File: src/rtl/hdmi_link_sequencer.sv
// Power-up and recovery sequencer for the HDMI colorbar path (pixel_clk domain).
// Optional vsync watchdog enabled by defining HDMI_SEQ_WATCHDOG_EN.
module hdmi_link_sequencer #(
  parameter int unsigned LOCK_STABLE_CYC = 1024,
  parameter int unsigned WARMUP_FRAMES   = 2,
  parameter bit          VS_ACTIVE_HIGH  = 1'b1,
  parameter int unsigned WDOG_CYC        = 2000000
) (
  input  logic       pixel_clk,
  input  logic       sys_rst_n,
  input  logic       clk_locked,
  input  logic       video_vs,
  input  logic       enable_req,
  output logic       drv_rst_n,
  output logic       tmds_oen,
  output logic       mute,
  output logic [2:0] link_state,
  output logic [7:0] lock_lost_cnt,
  output logic       wdog_trip
);

  localparam int unsigned LockW  = (LOCK_STABLE_CYC > 1) ? $clog2(LOCK_STABLE_CYC) : 1;
  localparam int unsigned FrameW = (WARMUP_FRAMES > 1) ? $clog2(WARMUP_FRAMES) : 1;
  localparam logic [LockW-1:0]  LockLast  = LockW'(LOCK_STABLE_CYC - 1);
  localparam logic [FrameW-1:0] FrameLast = FrameW'(WARMUP_FRAMES - 1);

  typedef enum logic [2:0] {
    StIdle     = 3'd0,
    StLockWait = 3'd1,
    StWarmup   = 3'd2,
    StStandby  = 3'd3,
    StActive   = 3'd4
  } state_e;

  state_e            state_q;
  logic [LockW-1:0]  lock_cnt_q;
  logic [FrameW-1:0] frame_cnt_q;
  logic              lock_meta_q, lock_s_q;
  logic              vs_act, vs_act_q, vs_edge;
  logic              run;
  logic              wdog_hit;

  assign vs_act  = video_vs ^ ~VS_ACTIVE_HIGH;
  assign vs_edge = vs_act & ~vs_act_q;
  assign run     = (state_q == StWarmup) || (state_q == StStandby) || (state_q == StActive);

  always_ff @(posedge pixel_clk or negedge sys_rst_n) begin
    if (!sys_rst_n) begin
      lock_meta_q <= 1'b0;
      lock_s_q    <= 1'b0;
      vs_act_q    <= 1'b0;
    end else begin
      lock_meta_q <= clk_locked;
      lock_s_q    <= lock_meta_q;
      vs_act_q    <= vs_act;
    end
  end

`ifdef HDMI_SEQ_WATCHDOG_EN
  localparam int unsigned WdogW = (WDOG_CYC > 1) ? $clog2(WDOG_CYC) : 1;
  localparam logic [WdogW-1:0] WdogLast = WdogW'(WDOG_CYC - 1);

  logic [WdogW-1:0] wdog_cnt_q;

  // A vsync edge in the same cycle as expiry counts as a frame arriving in time.
  assign wdog_hit = (wdog_cnt_q == WdogLast) & ~vs_edge;

  always_ff @(posedge pixel_clk or negedge sys_rst_n) begin
    if (!sys_rst_n) begin
      wdog_cnt_q <= '0;
      wdog_trip  <= 1'b0;
    end else begin
      if (!run || vs_edge) begin
        wdog_cnt_q <= '0;
      end else if (!wdog_hit) begin
        wdog_cnt_q <= wdog_cnt_q + 1'b1;
      end
      if (run && lock_s_q && wdog_hit) begin
        wdog_trip <= 1'b1;
      end
    end
  end
`else
  logic unused_wdog;
  assign unused_wdog = ^WDOG_CYC;
  assign wdog_hit    = 1'b0;
  assign wdog_trip   = 1'b0;
`endif

  // Outputs decode the current state register, so they trail it by one cycle.
  always_ff @(posedge pixel_clk or negedge sys_rst_n) begin
    if (!sys_rst_n) begin
      state_q       <= StIdle;
      lock_cnt_q    <= '0;
      frame_cnt_q   <= '0;
      lock_lost_cnt <= 8'd0;
      drv_rst_n     <= 1'b0;
      tmds_oen      <= 1'b0;
      mute          <= 1'b1;
      link_state    <= 3'd0;
    end else begin
      drv_rst_n  <= run;
      tmds_oen   <= run;
      mute       <= (state_q != StActive);
      link_state <= state_q;
      unique case (state_q)
        StIdle: begin
          if (lock_s_q) begin
            state_q    <= StLockWait;
            lock_cnt_q <= '0;
          end
        end
        StLockWait: begin
          if (!lock_s_q) begin
            state_q <= StIdle;
          end else if (lock_cnt_q == LockLast) begin
            state_q     <= StWarmup;
            frame_cnt_q <= '0;
          end else begin
            lock_cnt_q <= lock_cnt_q + 1'b1;
          end
        end
        StWarmup, StStandby, StActive: begin
          if (!lock_s_q) begin
            state_q <= StIdle;
            if (lock_lost_cnt != 8'hFF) begin
              lock_lost_cnt <= lock_lost_cnt + 8'd1;
            end
          end else if (wdog_hit) begin
            state_q <= StIdle;
          end else if (vs_edge) begin
            if (state_q == StWarmup) begin
              if (frame_cnt_q == FrameLast) begin
                state_q <= enable_req ? StActive : StStandby;
              end else begin
                frame_cnt_q <= frame_cnt_q + 1'b1;
              end
            end else begin
              state_q <= enable_req ? StActive : StStandby;
            end
          end
        end
        default: state_q <= StIdle;
      endcase
    end
  end

endmodule
File: config.mk
export PLATFORM = sky130hd
export DESIGN_NAME = hdmi_link_sequencer
export DESIGN_NICKNAME = d
export VERILOG_FILES = /design/src/rtl/hdmi_link_sequencer.sv
export SDC_FILE = /design/constraint.sdc
export NUM_CORES = 1
export LEC_CHECK = 0
export CAP_MARGIN = 20
export CORE_ASPECT_RATIO = 1.1
export CORE_MARGIN = 3
export CORE_UTILIZATION = 53
export DETAILED_ROUTE_END_ITERATION = 16
export PLACE_DENSITY = 0.82
export SLEW_MARGIN = 20
export SYNTH_ARGS = -nofsm -noshare
export SYNTH_HDL_FRONTEND = slang
export SYNTH_SLANG_ARGS = --single-unit
File: constraint.sdc
create_clock -name pixel_clk -period 2.1 [get_ports pixel_clk]
set_clock_uncertainty 0.2 [all_clocks]
set_input_delay 0.315 -clock pixel_clk [delete_from_list [all_inputs] [get_ports pixel_clk]]
set_output_delay 0.315 -clock pixel_clk [all_outputs]
set_load 0.01 [all_outputs]
; Word level (Yosys, flattened, before mapping)
; Cells that the tools add are included.
[op_classes]
n_mul = 0
n_addsub = 3
div = 0
eq_ne = 17
reduce_logical = 10
shifts = 0
mux = 20
bitwise_logic = 3
magnitude_cmp = 0
[op_table]
columns = operator, count
row1 = 10-bit 2-to-1 mux, 3
row2 = 3-bit 2-to-1 mux, 8
row3 = 10-bit one-hot mux with 2 select lines, 1
row4 = "2-bit != test, second input constant", 7
row5 = "10-bit by 1-bit adder with 10-bit output, second input constant", 1
row6 = "10-bit == test, second input constant", 1
row7 = "3-bit != test, second input constant", 3
row8 = 3-bit one-hot mux with 3 select lines, 1
row9 = "8-bit by 1-bit adder with 8-bit output, second input constant", 1
row10 = "8-bit != test, second input constant", 1
row11 = 4-bit AND reduction, 2
row12 = "3-bit by 2-bit == test with 1-bit output, second input constant", 2
row13 = 1-bit 2-to-1 mux, 6
row14 = 6-bit AND reduction, 1
row15 = "4-bit != test, second input constant", 1
row16 = 2-bit nonzero test, 2
row17 = "3-bit by 1-bit == test with 1-bit output, second input constant", 1
row18 = "3-bit == test, second input constant", 1
row19 = 3-bit zero test, 1
row20 = 3-bit AND reduction, 1
row21 = 3-bit OR reduction, 1
row22 = 1-bit logical OR, 2
row23 = 1-bit NOT, 2
row24 = 1-bit one-hot mux with 2 select lines, 1
row25 = other kinds (2), 2
[word_totals]
rom_bits = 0
out_inout_bits = 15
mem_bits_rw = 0
regBits = 30
latch_bits = 0
input_bits = 5
n_memories = 0

; Longest topological paths before layout
; Gate-level depths: netlist of the first run.
[logic_depth]
word_depth = 6
depth_mapped = 7

; Worst setup path after synthesis of the first run
; No wires, ideal clock.
[synth_timing]
path_kind = register to register
startpoint = register lock_lost_cnt[0]
endpoint = register lock_lost_cnt[1]
t_arrival_ns = 1.576
setup_ns = 0.127
setup_slack_ns = 0.197
stages_incl_launch_ff = 5
period_less_slack_ns = 1.903
t_required_ns = 1.773
cell_sequence = dfrtp_1 > ha_1 > and2_1 > a221oi_4 > mux2_1
[synth_between]
elab_chain_len = 2
elab_cells_between_ends = 3
[synth_lines]
columns = element, line
row1 = from (decl), 18  ; output logic [7:0] lock_lost_cnt,
row2 = from (signal assigned), 127  ; lock_lost_cnt <= lock_lost_cnt + 8'd1;
row3 = branches (longest 2 deep; another with 8-bit by 1-bit adder with 8-bit output), -
; Several ways; the timed one is not identified.
; A chain may end at the register's enable or synchronous reset.

; Worst setup path in the final report of the first run
[layout_timing]
startpoint = register lock_cnt_q[0]
endpoint = register state_q[0]
[layout_between]
elab_chain_len = 3
[layout_lines]
columns = element, line
row1 = from (decl), 36  ; logic [LockW-1:0] lock_cnt_q;
row2 = from (signal assigned), 120  ; lock_cnt_q <= lock_cnt_q + 1'b1;
row3 = 10-bit == test, 116  ; end else if (lock_cnt_q == LockLast) begin
row4 = 3-bit != test (no line), -
row5 = 4-bit AND reduction (no line), -
row6 = to (signal assigned), 115  ; state_q <= StIdle;
row7 = to (signal assigned), 117  ; state_q <= StWarmup;
row8 = to (signal assigned), 125  ; state_q <= StIdle;
row9 = to (decl), 35  ; state_e state_q;
; Every way passes these cells.

==> impl_metrics.toml, run 1 <==
[hold_path]
min_path_cells = 0
whs_endpoint = "lock_s_q$_DFF_PN0_"
hold_path.class = "reg2reg"
worstHoldStart = "lock_meta_q$_DFF_PN0_"

[logic_synthesis]
synth_top_area_share_pct = 51.1
netlist_area_sq_mm = 0.00142
synth-seq-area-share_pct = 52.9
synth_cells = 133
synthXorXnorAreaFrac_pct = 4.31
synth_top_family_by_area = "simple AND/OR/NAND/NOR gates"
synth_area_leaders = "dfrtp_1 (51%), nand2_1 (5.3%), xnor2_1 (3.7%)"
synth.mux.area_fraction_pct = 3.17
netlist-cell-type-count = 41
synthSimpleGateAreaFrac_pct = 21.9
ys_ff_latch = 30
synth_compound_area_share_pct = 13.5
ys_warn_count = 0
synth_area_leader_cell = "dfrtp_1"
synth-adder-area-share_pct = 1.76
synth_nets = 140
syn_avg_cell_area_sq_um = 10.7

[drt]
num_vias = 1090
drt_wl_total_um = 2680
detail_route.wl_per_cell_um = 13.9
post-route-drc-count = 0
via_per_inst = 5.68
drt.antenna.violating_nets = 0
wl_met1_um = 1130
first_pass_iters = 4
met3_length_um = 158
top_layer_used = "met4"
drt_iter0_markers = 30
dr_wl_met2_um = 1340

[die]
fp.dieArea_sq_mm = 0.00334
die_x_um = 55.4
die_h_um = 60.3
initial_utilization_pct = 56.4
rows = 19
coreArea_sq_mm = 0.00252
ioPinCount = 20

[sta]
fmax_mhz = 512
finalSetupViolations = 0
rsz0062_at_grt = "no"
final-hold-violation-count = 0
fin_crit_ns = 1.95
min_period_over_period_pct = 92.9
drv_slew = 0
final.setup.tns_ns = 0

[power]
leakage_nw = 0.770
ir_drop_uv = 604
p_total_w = 0.00135
p_per_area_mw_per_mm2 = 781

[global_routing]
grt.overflow.total = 0
grt_pass1_wl_um = 4840
grt_pass1_vias = 1165
grt_usage_pct = 18.9
antenna_found_initial = 0
grt_max_degree = 31

[run]
max-cap-violations = 0

[worst_setup_path]
arrival_ns = 1.96
reg2reg_slack_ns = 0.15
path_class = "reg2reg"
r2r-start = "lock_cnt_q[0]$_DFFE_PN0P_"
ff2ff_path_depth = 5
worstPathRequired_ns = 2.11
crit_fanout = 5
endpoint_kind = "register"
r2r-end = "state_q[0]$_DFFE_PN0P_"
start_kind = "register"

[clocking]
clkLatencyLatePin_ns = 0.32
ctsHoldBuffers = 0
cts-root-buf = "clkbuf_4"
htreeDepth = 2
clock-sinks = 30
numCtsBuffers = 5
clockBufferDepth = 2
clkTransAtPathRegs_ns = 0.09
cts_tree = "built"

[layout]
nets = 167
syn2layout_area_growth_pct = 21.4
multi_input_area_sq_um = 646
layout-drive-gt1-share_pct = 16.1
stdcell_count = 192
finish.utilization_pct = 68.5
diodes = 0
register_area_sq_um = 752
fillers = 200

[placement]
routabilityCongestion = 0.858
placed_cells = 184
dp_hpwl_um = 1930
portBuffers = 18

[status]
outcome = "finished clean"
[final cells by class]
cell class | count | area share, %
Clock buffer | 7 | 3.19
Clock inverter | 1 | 0.290
Inverter | 1 | 0.218
Multi-Input combinational cell | 98 | 37.4
Sequential cell | 30 | 43.6
Tap cell | 31 | 2.25
Timing Repair Buffer | 24 | 13.1
[cells in the mapped netlist]
| cell type | number |
|---|---|
| dfrtp_1 | 29 |
| nand2_1 | 20 |
| nor2_1 | 8 |
| nand3_1 | 6 |
| o21ai_1 | 6 |
| xnor2_1 | 6 |
| nand4_1 | 5 |
| a31oi_1 | 4 |
| o21ai_0 | 4 |
| a21oi_1 | 3 |
| and2_1 | 3 |
| buf_4 | 3 |
| mux2_2 | 3 |
| and3_1 | 2 |
| ha_1 | 2 |
| nor2b_1 | 2 |
| nor3_1 | 2 |
| o311ai_1 | 2 |
| a21o_1 | 1 |
| a221oi_4 | 1 |
| a22o_1 | 1 |
| and4_1 | 1 |
| buf_2 | 1 |
| conb_1 | 1 |
| dfstp_2 | 1 |
| inv_1 | 1 |
| mux2_1 | 1 |
| nand2_2 | 1 |
| nand2b_1 | 1 |
| nand2b_2 | 1 |
| nand3_2 | 1 |
| nor2_2 | 1 |
| nor2_4 | 1 |
| nor3b_2 | 1 |
| nor4_4 | 1 |
| o211a_1 | 1 |
| o221ai_1 | 1 |
| o22ai_1 | 1 |
| o31ai_1 | 1 |
| o41ai_1 | 1 |
| xor2_1 | 1 |
[worst max-delay path: stages, from the launching register on]
cell and delay, ns:
dfrtp_1 0.42, ha_1 0.24, nand3_2 0.15, nor4_4 0.41, o221ai_1 0.16, mux2_2 0.27
[cell usage in the layout, fill, tap and decap left out, types with 2 or more instances in the layout]
cell	netlist	final
clkdlybuf4s50_1	0	18
o311ai_1	2	2
ha_1	2	2
and3_1	2	2
nor3_1	2	2
o21ai_0	4	4
and2_1	3	3
a31oi_1	4	4
nor2b_1	2	2
nand4_1	5	5
xnor2_1	6	6
nor2_1	8	8
o21ai_1	6	6
a21oi_1	3	3
dfrtp_1	29	29
nand3_1	6	6
clkbuf_4	0	5
buf_4	3	6
mux2_2	3	3
nand2_1	20	20
[metrics by stage]
step | setup WS (ns) | hold WS, ns | instance area (sq um)
after floorplan | 0.197 | -0.181 | 1420
after global placement | 0.106 | 0.136 | 1660
after detailed placement | 0.0406 | 0.143 | 1660
after CTS | 0.0261 | 0.164 | 1720
after global routing | 0.00698 | 0.177 | 1730
final | 0.149 | 0.161 | 1730
[per-layer routing]
layer	global-route usage (%)	vias to the layer above
met5	0	-
met4	13.5	0
met3	4.97	5
met2	32.8	34
met1	20.4	521
li1	-	530
[registers in the layout, indices dropped and copies added, names as in the netlist]
name           count
lock_cnt_q        10
lock_lost_cnt      8
mute               1
tmds_oen           1
frame_cnt_q        1
lock_s_q           1
link_state         3
state_q            3
lock_meta_q        1
vs_act_q           1
[report_power, final]
group / internal [W] / leakage (nW) / total [W] / switching (W)
Combinational: 0.000136 / 0.341 / 0.000289 / 0.000153
Clock: 0.000162 / 0.0353 / 0.000349 / 0.000187
Sequential: 0.000634 / 0.393 / 0.000709 / 0.0000751
[how the worst max path moves through the flow]
stage | start | to | depth (start not counted)
floorplan | lock_lost_cnt[0]$_DFFE_PN0P_ | lock_lost_cnt[1]$_DFFE_PN0P_ | 4
global placement | video_vs | state_q[0]$_DFFE_PN0P_ | 6
detailed placement | lock_cnt_q[0]$_DFFE_PN0P_ | lock_cnt_q[9]$_DFFE_PN0P_ | 6
CTS | lock_cnt_q[0]$_DFFE_PN0P_ | lock_cnt_q[9]$_DFFE_PN0P_ | 6
global route | state_q[1]$_DFFE_PN0P_ | lock_lost_cnt[4]$_DFFE_PN0P_ | 5
finish | lock_cnt_q[0]$_DFFE_PN0P_ | state_q[0]$_DFFE_PN0P_ | 5
[logic make-up after synthesis]
kind of cell / after synthesis
other: 1
DFF: 30
xor gates and xnor gates: 7
muxes: 4
buffers and inverters: 5
adders and majority gates: 2
and+or+nand+nor: 57
AOI/OAI and AO/OA: 27
[timing repair]
item | 4_1_cts | 5_1_grt
gates resized for setup | 0 | 2
setup buffers | 0 | 0
setup endpoints to repair | 0 | 10
hold endpoints to repair | 0 | 0
No activity file was read; power rests on OpenSTA's default activity.
==> run 2, diff against run 1 <==
- CORE_ASPECT_RATIO: 1.1 -> 0.7
- CTS_CLUSTER_SIZE: unset -> 8
==> run 2 against run 1 <==
Combinational power is 7.6% lower. First-iteration DRC count is 120% higher. Register-to-register slack got worse by 0.05 ns. Largest cell class unchanged. Highest routed layer unchanged.
==> impl_metrics.toml, run 2 (synthesized netlist as in run 1, its figures left out) <==
[global_routing]
grt_pass1_wl_um = 4740
grt_usage_pct = 19.3
grt_pass1_vias = 1006
grt.overflow.total = 0
antenna_found_initial = 0
grt_max_degree = 31

[die]
die_h_um = 49.3
fp.dieArea_sq_mm = 0.00335
die_x_um = 67.9
rows = 15
initial_utilization_pct = 56.5
coreArea_sq_mm = 0.00251
ioPinCount = 20

[clocking]
clockBufferDepth = 2
ctsHoldBuffers = 0
clkLatencyLatePin_ns = 0.28
cts_tree = "built"
post_cts_buffers = 0
cts-root-buf = "clkbuf_8"
htreeDepth = 2
cts_repair_resize_count = 0
clock-sinks = 30
clkTransAtPathRegs_ns = 0.06
numCtsBuffers = 5

[placement]
dp_hpwl_um = 1980
placed_cells = 185
routabilityCongestion = 0.808
portBuffers = 18

[worst_setup_path]
crit_chain = "ha_1 -> nand3_2 -> nor4_4 -> buf_4 -> nor2_2 -> mux2_2"
cpPeakStageDelay_ns = 0.42
crit_slowest_cell = "dfrtp_1"
path_class = "reg2reg"
r2r-start = "lock_cnt_q[1]$_DFFE_PN0P_"
reg2reg_slack_ns = 0.1
critical_path_depth = 6
start_kind = "register"
cp-startpoint = "lock_cnt_q[1]$_DFFE_PN0P_"
ff2ff_path_depth = 6
endpoint = "lock_cnt_q[0]$_DFFE_PN0P_"
worstPathRequired_ns = 2.07
critPathTopFamily = "simple AND/OR/NAND/NOR gates"
crit_fanout = 5
arrival_ns = 1.97
endpoint_kind = "register"
cp_num_buf_inv = 1
r2r-end = "lock_cnt_q[0]$_DFFE_PN0P_"

[sta]
drv_slew = 0
finalSetupViolations = 0
final-hold-violation-count = 0
whs_ns = 0.159
rsz0062_at_grt = "no"
min_period_over_period_pct = 95.3
fmax_mhz = 500
final.setup.tns_ns = 0
fin_crit_ns = 2.00

[layout]
fillers = 187
register_area_sq_um = 752
final_common_cell = "dfrtp_1"
largest_registers = "lock_cnt_q: 10 flops, lock_lost_cnt: 8 flops"
final_cell_mix = "dfrtp_1 (29), nand2_1 (20), clkdlybuf4s50_1 (18), nor2_1 (8)"
largest_register = "lock_cnt_q"
largest_reg_flops = 10
finish.utilization_pct = 69.2
multi_input_area_sq_um = 639
layout-drive-gt1-share_pct = 15.1
diodes = 0
nets = 165
stdcell_count = 193
syn2layout_area_growth_pct = 22.4

[power]
leakage_nw = 0.771
p_total_w = 0.00145
p_per_area_mw_per_mm2 = 836
ir_drop_uv = 507

[run]
max-cap-violations = 0

[drt]
post-route-drc-count = 0
drt_iter0_markers = 67
num_vias = 1083
drt.antenna.violating_nets = 0
detail_route.wl_per_cell_um = 14.0
first_pass_iters = 4
via_per_inst = 5.61
drt_wl_total_um = 2710

[hold_path]
hold_path.class = "reg2reg"

[status]
outcome = "finished clean"
## run 2: power by group
part	total, W	switching (W)	internal, W
clock	0.000468	0.000205	0.000264
combinational	0.000267	0.000142	0.000126
sequential	0.000719	0.0000841	0.000635
total	0.00145	0.000431	0.00102
## run 2: metrics by stage
stage | cell area [sq um] | setup WS [ns]
final | 1740 | 0.0996
after detailed placement | 1650 | 0.0626
after global routing | 1740 | 0.00263
after CTS | 1740 | 0.0384
after floorplan | 1420 | 0.197
after global placement | 1650 | 0.121
## run 2: routing by layer
layer | global-route usage, % | part of all wire (%)
met4 | 7.92 | 1.6
met3 | 6.22 | 5.5
met5 | 0 | 0
met1 | 28.6 | 50
met2 | 25.8 | 43
## run 2: worst min-delay path by stage
stage / slack, ns / startpoint / to / cells past startpoint
floorplan: -0.18 / sys_rst_n / frame_cnt_q$_DFFE_PN0P_ / 0
global placement: 0.14 / lock_meta_q$_DFF_PN0_ / lock_s_q$_DFF_PN0_ / 0
detailed placement: 0.15 / lock_meta_q$_DFF_PN0_ / lock_s_q$_DFF_PN0_ / 0
CTS: 0.16 / lock_meta_q$_DFF_PN0_ / lock_s_q$_DFF_PN0_ / 0
global route: 0.17 / lock_meta_q$_DFF_PN0_ / lock_s_q$_DFF_PN0_ / 0
finish: 0.16 / lock_meta_q$_DFF_PN0_ / lock_s_q$_DFF_PN0_ / 0
## run 2: cell type report
class                   instances  share of cell area, %
flip-flops and latches         30                   43.2
repair buffers                 22                   12.1
multi-input cells              98                   36.8
inverters                       1                  0.216
clock inverters                 1                  0.288
clock buffers                   7                   4.96
well taps                      34                   2.45
